===== src/rtl/seq_controller.sv =====
// seq_controller: multi-cycle sequencer (IDLE/FETCH/EXEC/MEM/WB/HALT) that
// drives an instruction ROM, latches the instruction for the decoder, and
// handshakes with the data memory. A memory access that never gets
// mem_ready ends in HALT with err set.
// Optional retired-instruction counter: define SEQ_RETIRE_COUNT_EN to build it;
// without the macro, retired is tied to zero.
module seq_controller #(
  parameter int PC_W        = 10,
  parameter int MEM_TIMEOUT = 15
) (
  input  logic            Clk,
  input  logic            Reset,
  input  logic            start,
  input  logic [8:0]      instr,
  input  logic            dec_branch,
  input  logic            dec_load,
  input  logic            dec_store,
  input  logic            dec_regwrite,
  input  logic            cond_true,
  input  logic [PC_W-1:0] target,
  input  logic            mem_ready,
  output logic [PC_W-1:0] prog_addr,
  output logic [8:0]      ir,
  output logic            mem_req,
  output logic            mem_we,
  output logic            reg_we,
  output logic            done,
  output logic            err,
  output logic [15:0]     retired
);

  localparam logic [8:0] HALT_INSTR = 9'h15F;
  localparam int         WAIT_W     = (MEM_TIMEOUT < 2) ? 1 : $clog2(MEM_TIMEOUT);
  localparam logic [WAIT_W-1:0] WAIT_LAST = WAIT_W'(MEM_TIMEOUT - 1);

  typedef enum logic [2:0] {
    S_IDLE  = 3'd0,
    S_FETCH = 3'd1,
    S_EXEC  = 3'd2,
    S_MEM   = 3'd3,
    S_WB    = 3'd4,
    S_HALT  = 3'd5
  } state_t;

  state_t            state_q, state_d;
  logic [PC_W-1:0]   pc_q, pc_d;
  logic [8:0]        ir_q, ir_d;
  logic [WAIT_W-1:0] wait_q, wait_d;
  logic              mem_req_q, mem_req_d;
  logic              mem_we_q, mem_we_d;
  logic              reg_we_q, reg_we_d;
  logic              done_q, done_d;
  logic              err_q, err_d;
  logic              take_target_s;

  // A jump always redirects; a branch redirects only when its condition holds.
  assign take_target_s = (ir_q[8:6] == 3'b111) | (dec_branch & cond_true);

  // Next-state, PC, instruction latch, wait counter and registered-output logic.
  always_comb begin
    state_d = state_q;
    pc_d    = pc_q;
    ir_d    = ir_q;
    wait_d  = wait_q;
    done_d  = done_q;
    err_d   = err_q;
    case (state_q)
      S_IDLE: begin
        pc_d = {PC_W{1'b0}};
        if (start) begin
          state_d = S_FETCH;
        end else begin
          state_d = S_IDLE;
        end
      end
      S_FETCH: begin
        ir_d    = instr;
        state_d = S_EXEC;
      end
      S_EXEC: begin
        wait_d = {WAIT_W{1'b0}};
        if (ir_q == HALT_INSTR) begin
          state_d = S_HALT;
          done_d  = 1'b1;
        end else if (dec_load | dec_store) begin
          state_d = S_MEM;
        end else begin
          state_d = S_WB;
        end
      end
      S_MEM: begin
        if (mem_ready) begin
          state_d = S_WB;
          wait_d  = {WAIT_W{1'b0}};
        end else if (wait_q == WAIT_LAST) begin
          state_d = S_HALT;
          err_d   = 1'b1;
          wait_d  = {WAIT_W{1'b0}};
        end else begin
          wait_d  = wait_q + WAIT_W'(1);
        end
      end
      S_WB: begin
        state_d = S_FETCH;
        if (take_target_s) begin
          pc_d = target;
        end else begin
          pc_d = pc_q + PC_W'(1);
        end
      end
      S_HALT: begin
        if (start) begin
          state_d = S_FETCH;
          pc_d    = {PC_W{1'b0}};
          done_d  = 1'b0;
          err_d   = 1'b0;
        end else begin
          state_d = S_HALT;
        end
      end
      default: begin
        state_d = S_IDLE;
        pc_d    = {PC_W{1'b0}};
      end
    endcase
    // Strobes are registered from the upcoming state so they line up with it.
    mem_req_d = (state_d == S_MEM);
    mem_we_d  = (state_d == S_MEM) & dec_store;
    reg_we_d  = (state_d == S_WB) & dec_regwrite;
  end

  // State and output registers with synchronous reset.
  always_ff @(posedge Clk) begin
    if (Reset) begin
      state_q   <= S_IDLE;
      pc_q      <= {PC_W{1'b0}};
      ir_q      <= 9'h000;
      wait_q    <= {WAIT_W{1'b0}};
      mem_req_q <= 1'b0;
      mem_we_q  <= 1'b0;
      reg_we_q  <= 1'b0;
      done_q    <= 1'b0;
      err_q     <= 1'b0;
    end else begin
      state_q   <= state_d;
      pc_q      <= pc_d;
      ir_q      <= ir_d;
      wait_q    <= wait_d;
      mem_req_q <= mem_req_d;
      mem_we_q  <= mem_we_d;
      reg_we_q  <= reg_we_d;
      done_q    <= done_d;
      err_q     <= err_d;
    end
  end

  assign prog_addr = pc_q;
  assign ir        = ir_q;
  assign mem_req   = mem_req_q;
  assign mem_we    = mem_we_q;
  assign reg_we    = reg_we_q;
  assign done      = done_q;
  assign err       = err_q;

`ifdef SEQ_RETIRE_COUNT_EN
  logic [15:0] retired_q, retired_d;
  logic        ret_inc_s;
  logic        ret_clr_s;

  assign ret_inc_s = (state_q == S_WB);
  assign ret_clr_s = start & ((state_q == S_IDLE) | (state_q == S_HALT));

  // Saturating retire count: restart clears, each WB exit adds one.
  always_comb begin
    retired_d = retired_q;
    if (ret_clr_s) begin
      retired_d = 16'h0000;
    end else if (ret_inc_s && (retired_q != 16'hFFFF)) begin
      retired_d = retired_q + 16'd1;
    end else begin
      retired_d = retired_q;
    end
  end

  // Retire counter register.
  always_ff @(posedge Clk) begin
    if (Reset) begin
      retired_q <= 16'h0000;
    end else begin
      retired_q <= retired_d;
    end
  end

  assign retired = retired_q;
`else
  assign retired = 16'h0000;
`endif

endmodule


===== config.mk =====
export PLATFORM = sky130hd
export DESIGN_NAME = seq_controller
export DESIGN_NICKNAME = d
export VERILOG_FILES = /design/src/rtl/seq_controller.sv
export SDC_FILE = /design/constraint.sdc
export NUM_CORES = 1
export LEC_CHECK = 0
export ABC_CLOCK_PERIOD_IN_PS = 2300
export CAP_MARGIN = 20
export CORE_ASPECT_RATIO = 0.9
export CORE_MARGIN = 1.5
export CORE_UTILIZATION = 29
export DETAILED_ROUTE_END_ITERATION = 16
export GPL_ROUTABILITY_DRIVEN = 0
export SLEW_MARGIN = 20
export SYNTH_ARGS = -nofsm -noshare
export SYNTH_HDL_FRONTEND = slang
export SYNTH_SLANG_ARGS = --single-unit

===== constraint.sdc =====
create_clock -name Clk -period 2.3 [get_ports Clk]
set_clock_uncertainty 0.15 [all_clocks]
set_input_delay 0.23 -clock Clk [delete_from_list [all_inputs] [get_ports Clk]]
set_output_delay 0.23 -clock Clk [all_outputs]
set_load 0.02 [all_outputs]

# Word level (Yosys, flattened, before mapping)
# Index checks and enable logic that the tools add are counted.
# word_totals
word_cells	58
inputBits	28
reg_bits	31
output_inout_bits	40
# classes
mux	19
eq_ne	14
reduce_logical	8
n_addsub	2
bitwise	6
# op_table
cell	count
one-hot mux 10 bit (3 select lines)	1
two-way mux 10 bit	2
one-hot mux 3 bit (6 select lines)	1
two-way mux 3 bit	5
equality test 3 bit (second input constant)	4
adder 10 x 1 -> 10 bit (second input constant)	1
equality test 3 x 2 -> 1 bit (second input constant)	3
equality test 9 bit (second input constant)	1
two-way mux 4 bit	2
inequality test 2 bit (second input constant)	4
one-hot mux 4 bit (2 select lines)	1
nonzero test 2 bit	3
two-way mux 1 bit	5
adder 4 x 1 -> 4 bit (second input constant)	1
equality test 4 bit (second input constant)	1
one-hot mux 1 bit (2 select lines)	2
AND reduction 4 bit	1
bitwise AND 1 bit	3
equality test 3 x 1 -> 1 bit (second input constant)	1
logical NOT 3 bit	1
AND reduction 3 bit	1
OR reduction 3 bit	1
OR 1 bit	2
AND reduction 2 bit	1
NOT 1 bit	1

# Longest topological paths before layout
# Gate-level depths: netlist (run 1).
# depth
depth_word	6
ltp_mapped	6
depth_no_buf	6

# Least setup slack after synthesis (run 1)
# No wires, ideal clock.
# synth_timing
kind	reg2reg
from	register pc_q[0], in the netlist prog_addr[0]
to	register pc_q[6], in the netlist prog_addr[6]
t_arrival_ns	1.544
setup_slack_ns	0.532
t_required_ns	2.076
n_path_buf	0
period_less_slack_ns	1.768
setup_time_ns	0.074
path_stages_with_launch	6
cell_sequence	dfxtp_1 ha_1 and3_1 nand3_1 or4_1 a31oi_1
# synth_via
elab_chain_len	3
# synth_rtl
item	line_no	rtl
start: declaration	46	logic [PC_W-1:0] pc_q, pc_d;
start signal: assignment	136	pc_q <= {PC_W{1'b0}};
start signal: assignment	146	pc_q <= pc_d;
adder 10 x 1 -> 10 bit	108	pc_d = pc_q + PC_W'(1);
two-way mux 10 bit	105	if (take_target_s) begin
one-hot mux 10 bit (3 select lines)	67	case (state_q)
# No other way between the ends.
# A chain may end at the register's enable or synchronous reset.

# Worst setup path after layout (run 1)
# layout_timing
from	register state_q[1]
to	register pc_q[9], in the netlist prog_addr[9]
# layout_via
elab_chain_len	4
elab_cells_between_ends	10
cone_classes	eq/ne: 6; mux: 1; bitwise: 1; reduce/logical: 2
# layout_rtl
item	line_no	rtl
start: declaration	45	state_t state_q, state_d;
start signal: assignment	145	state_q <= state_d;
parallel branches: the longest is 4 deep, another holds one-hot mux 10 bit (3 select lines)	n/a	
# Parallel ways; which one is timed is not known.

==> results.json, run 1 <==
{
  "reg2reg_depth": 3,
  "crit_buf_inv": 0,
  "drtIter0Drc": 85,
  "numCtsBuffers": 5,
  "io_buffers": 51,
  "worst_pin_slew_ns": 0.543,
  "cp.depth": 3,
  "final_area_um2": 2360,
  "cts_buffer_depth": 2,
  "rows": 26,
  "yosysUniqueCellTypes": 49,
  "dpl_cell_area_um2": 2230,
  "finalSetupViolations": 0,
  "vias_per_cell": 4.91,
  "path_cells": "or3b_1 -> or4_1 -> a31oi_1",
  "synth-seq-area-share_pct": 36.7,
  "fin_util_pct": 41.7,
  "crit_type": "reg2reg",
  "outcome": "finished clean",
  "synth_top_area_share_pct": 36.7,
  "start_util_pct": 29.8,
  "grt_pass1_wl_um": 6440,
  "hpwl_um": 3070,
  "slowest_stage": "or3b_1",
  "antenna_found_initial": 0,
  "synth_seq_cells": 31,
  "hold_ws_ns": 0.347,
  "worst_ep_arrival_time_ns": 1.96,
  "synthArstFlopShare_pct": 0,
  "yosys_warnings": 0,
  "cp-end-kind": "flop",
  "die-area_um2": 6290,
  "slew_viol_final": 0,
  "path_max_fanout": 13,
  "first_pass_iters": 4,
  "postCtsSetupBuffers": 0,
  "die_w_um": 83.4,
  "synth_edf_count": 0,
  "yosysTopAreaCell": "dfxtp_1",
  "p_leak_nw": 0.861,
  "antennaDiodeCount": 0,
  "syn_area_per_cell_um2": 8.45,
  "grt_max_degree": 19,
  "multi_input_area_um2": 960,
  "worstPathRequired_ns": 2.35,
  "gr-total-overflow": 0,
  "postRouteAntennaNets": 0,
  "cts_htree_levels": 2,
  "ys.flop_type": "dfxtp_1",
  "cts_hold_buf": 0,
  "clkLatencyLatePin_ns": 0.27,
  "slowest_delay_ns": 0.57,
  "cts_tree": "done",
  "finalHoldViolations": 0,
  "cp-endpoint": "prog_addr[9]",
  "max-vdd-ir-drop_uv": 415,
  "num_io_pins": 68,
  "clkTransAtPathRegs_ns": 0.07,
  "rsz0062_at_grt": "no",
  "fin_tns_setup_ns": 0,
  "power.total_mw": 1.50,
  "drive_above_1_share_pct": 5.51,
  "core_um2": 5660,
  "slew_headroom_pct": 63.8,
  "rr_startpoint": "state_q[1]",
  "synth_area_leaders": "dfxtp_1 (37%), buf_4 (7.1%), nor2_1 (5.6%)",
  "power_density_nw_per_um2": 636,
  "clock-sinks": 31,
  "timing.reg2reg.setup_slack_ns": 0.39,
  "start_kind": "flop",
  "min_period_ns": 1.91,
  "max_freq_mhz": 525,
  "die_h_um": 75.4,
  "avgRoutedWirePerCell_um": 12.7,
  "drc_errors": 0,
  "final_nets": 284,
  "crit_path_start": "state_q[1]",
  "seq_area_um2": 621,
  "hold_class": "reg2reg",
  "cp_top_family": "simple AND/OR/NAND/NOR gates",
  "fill_cells": 611,
  "syn-cell-area_um2": 1690,
  "syn2layout_area_growth_pct": 39.7,
  "root_buffer": "clkbuf_8",
  "synthCells": 200,
  "maxCapViolCount": 0,
  "track_usage_pct": 13.0,
  "grt_pass1_vias": 1399,
  "period_share_pct": 82.9,
  "postCtsResizedCells": 0,
  "wl_um": 4110,
  "reg2reg_to": "prog_addr[9]",
  "vias": 1591
}
-- cells in the mapped netlist, drive strengths merged (3+ instances only) --
cell type	n
nor3	7
dfxtp	31
a22oi	5
nand2b	4
and2	3
a31oi	4
mux2i	9
nor3b	3
nand3	9
nand2	7
o21ai	6
nor2	25
a21oi	15
inv	3
clkbuf	5
ha	3
buf	20
-- per-layer routing --
layer | GRT usage [%] | share of wire [%] | vias up
met3 | 3.68 | 5.5 | 2
met4 | 3.83 | 0.53 | 0
met2 | 19.9 | 42 | 43
met5 | 0 | 0 | -
li1 | - | - | 810
met1 | 18.0 | 52 | 736
-- layout make-up --
class	count	area share [%]
clock buffer	6	3.08
clock inverter	2	2.55
inverter	3	0.477
multi-input combinational	156	40.7
sequential	31	26.3
tap	70	3.71
timing repair buffer	56	23.2
-- placed cells by master (no fill, tap or decap), drive strengths merged, types with 2 or more instances in the layout --
master / instances
clkdlybuf4s50: 51
dfxtp: 31
nor2: 25
conb: 16
a21oi: 15
nand3: 9
mux2i: 9
nand2: 7
nor3: 7
o21ai: 6
clkbuf: 6
a22oi: 5
buf: 5
nand2b: 4
a31oi: 4
inv: 3
and2: 3
ha: 3
nor3b: 3
a21o: 2
nand4bb: 2
and3: 2
nand3b: 2
a32oi: 2
and4: 2
or4: 2
nor2b: 2
a311oi: 2
o32ai: 2
bufinv: 2
-- metrics by stage --
stage | std cells | worst slack (ns)
after floorplan | 215 | 0.532
after global placement | 316 | 0.321
after detailed placement | 316 | 0.295
after CTS | 324 | 0.406
after global routing | 324 | 0.297
final | 324 | 0.394
-- flip-flops by register name, indices dropped and copies added, names as in the netlist --
signal	count
done	1
reg_we	1
ir	9
err	1
mem_we	1
wait_q	4
prog_addr	10
mem_req	1
state_q	3
-- worst min-delay path, cell delays in order (launching register included) --
cell	delay (ns)
dfxtp_1	0.34
nand2_1	0.07
a21oi_1	0.05
-- cell families (layout without fill, tap and decap cells) --
kind of cell	after synthesis	count (layout)	share of synthesized area, %
adders and majority gates	3	3	2.22
and+or+nand+nor	78	78	25.4
DFF	31	31	36.7
buffers and inverters	28	67	10.1
AOI/OAI and AO/OA	49	49	19.3
muxes	10	10	6.00
other	1	16	0.222
-- worst min path at each step --
stage	to	from	cells after the start
finish	wait_q[0]	wait_q[0]	2
global route	wait_q[0]	wait_q[0]	2
CTS	wait_q[0]	wait_q[0]	2
detailed placement	wait_q[0]	wait_q[0]	2
global placement	wait_q[0]	wait_q[0]	2
floorplan	err	start	1
-- report_power, final --
group	leakage [nW]	internal [mW]	switching, mW
Combinational	0.545	0.134	0.145
Clock	0.0654	0.433	0.200
Sequential	0.251	0.560	0.0305
Power figures use the tool's default switching activity.
==> run 2, diff against run 1 <==
ABC_CLOCK_PERIOD_IN_PS = 1700   (was 2300)
clock period = 1.7 ns   (was 2.3 ns; I/O delays follow)
==> run 2 against run 1 <==
Against the previous run: critical path depth fell by 1; global-route usage increased by 0.64 points; non-clock buffer count is 21 higher; sequential cell count is the same; design area is 6.5% higher; combinational power increased by 58%; total power is 20% higher; worst hold slack worse by 0.029 ns; critical endpoint is now prog_addr[5]; utilization increased by 2.7 points.
==> results.json, run 2 (synthesis gave the netlist of run 1 again) <==
{
  "outcome": "finished clean",
  "cts_buffer_depth": 2,
  "start_util_pct": 29.8,
  "largest_reg_flops": 10,
  "worst_ep_arrival_time_ns": 1.34,
  "dpl_cell_area_um2": 2390,
  "grt_max_degree": 22,
  "min_period_ns": 1.66,
  "period_share_pct": 97.4,
  "core_um2": 5660,
  "io_buffers": 51,
  "num_io_pins": 68,
  "power.total_mw": 1.80,
  "hold_class": "in2reg",
  "path_max_fanout": 6,
  "die_h_um": 75.4,
  "postRouteAntennaNets": 0,
  "finalHoldViolations": 0,
  "first_pass_iters": 4,
  "grt_pass1_wl_um": 6780,
  "final_nets": 305,
  "cts_tree": "done",
  "finalSetupViolations": 0,
  "power_density_nw_per_um2": 715,
  "drive_above_1_share_pct": 16.1,
  "max-vdd-ir-drop_uv": 361,
  "syn2layout_area_growth_pct": 48.8,
  "die_w_um": 83.4,
  "rr_startpoint": "state_q[2]",
  "clkLatencyLatePin_ns": 0.28,
  "clock-sinks": 31,
  "mostFrequentLayoutCells": "clkdlybuf4s50_1 (46), dfxtp_1 (28), buf_4 (26), nor2_1 (25), conb_1 (16)",
  "gr-total-overflow": 0,
  "rows": 26,
  "rsz0062_at_grt": "no",
  "vias": 1671,
  "start_kind": "flop",
  "cp-end-kind": "output port",
  "numCtsBuffers": 5,
  "hold_start": "target[8]",
  "timing.reg2reg.setup_slack_ns": 0.09,
  "antenna_found_initial": 0,
  "crit_type": "reg2out",
  "antennaDiodeCount": 0,
  "drtIter0Drc": 108,
  "p_leak_nw": 1.05,
  "seq_area_um2": 627,
  "vias_per_cell": 4.86,
  "avgRoutedWirePerCell_um": 12.6,
  "root_buffer": "clkbuf_8",
  "grt_pass1_vias": 1425,
  "max_freq_mhz": 604,
  "mostFrequentLayoutCell": "clkdlybuf4s50_1",
  "crit_path_start": "prog_addr[5]",
  "maxCapViolCount": 0,
  "hpwl_um": 3270,
  "track_usage_pct": 13.6,
  "wl_um": 4340,
  "slew_viol_final": 0,
  "worstPathRequired_ns": 1.38,
  "cts_htree_levels": 2,
  "postCtsSetupBuffers": 0,
  "die-area_um2": 6290,
  "final_area_um2": 2510,
  "clkTransAtPathRegs_ns": 0.07,
  "fill_cells": 585,
  "multi_input_area_um2": 986,
  "cts_hold_buf": 0,
  "drc_errors": 0
}
[run 2: cell count changes in the layout (fill, tap and decap cells not counted), sizes merged]
cell	change
buf	+21
clkdlybuf4s50	-5
dlymetal6s2s	+4
bufinv	-2
clkinv	+1
dlygate4sd2	+1
[run 2: worst paths after layout]
kind,endpoint,cells after the start
min reg2reg,wait_q[0],2
min,prog_addr[8],3
max reg2reg,mem_we,5
max,prog_addr[5],2
[run 2: routing by layer]
layer  track usage, %  wire [um]
met5                0          0
met4             4.92         53
met3             4.23        376
met2             21.3       1870
met1             18.0       2030
[run 2: final cells by class]
class	count	share of cell area (%)
inverter	3	0.448
clock inverter	1	0.199
clock buffer	6	3.29
multi-input combinational	156	39.2
timing repair buffer	77	28.4
tap	70	3.48
sequential	31	24.9
[run 2: report_power, final]
group / switching, mW / total [mW] / internal (mW)
sequential: 0.0238 / 0.780 / 0.756
clock: 0.262 / 0.579 / 0.317
combinational: 0.224 / 0.439 / 0.214
total: 0.510 / 1.80 / 1.29
[run 2: through the flow]
stage / cells / setup WS (ns) / utilization (%) / TNS (ns) / hold slack [ns]
after floorplan: 215 / 0.0430 / - / 0 / 0.136
after global placement: 337 / -0.0518 / 42.2 / -0.147 / 0.332
final: 344 / 0.0439 / 44.4 / 0 / 0.318
after global routing: 344 / 0.000584 / 44.4 / 0 / 0.349
after detailed placement: 337 / -0.112 / 42.2 / -0.478 / 0.336
after CTS: 344 / 0.00277 / 43.7 / 0 / 0.307
[run 2: what timing repair did]
| item | in CTS | in global routing |
|---|---|---|
| setup endpoints to repair | 2 | 10 |
| resized for setup | 2 | 11 |
| pin swaps | 0 | 2 |
| gates cloned | 0 | 0 |
[run 2: worst max-delay path: stages, from the launching register on]
cell,delay (ns)
dfxtp_1,0.32
buf_4,0.14
clkdlybuf4s50_1,0.60
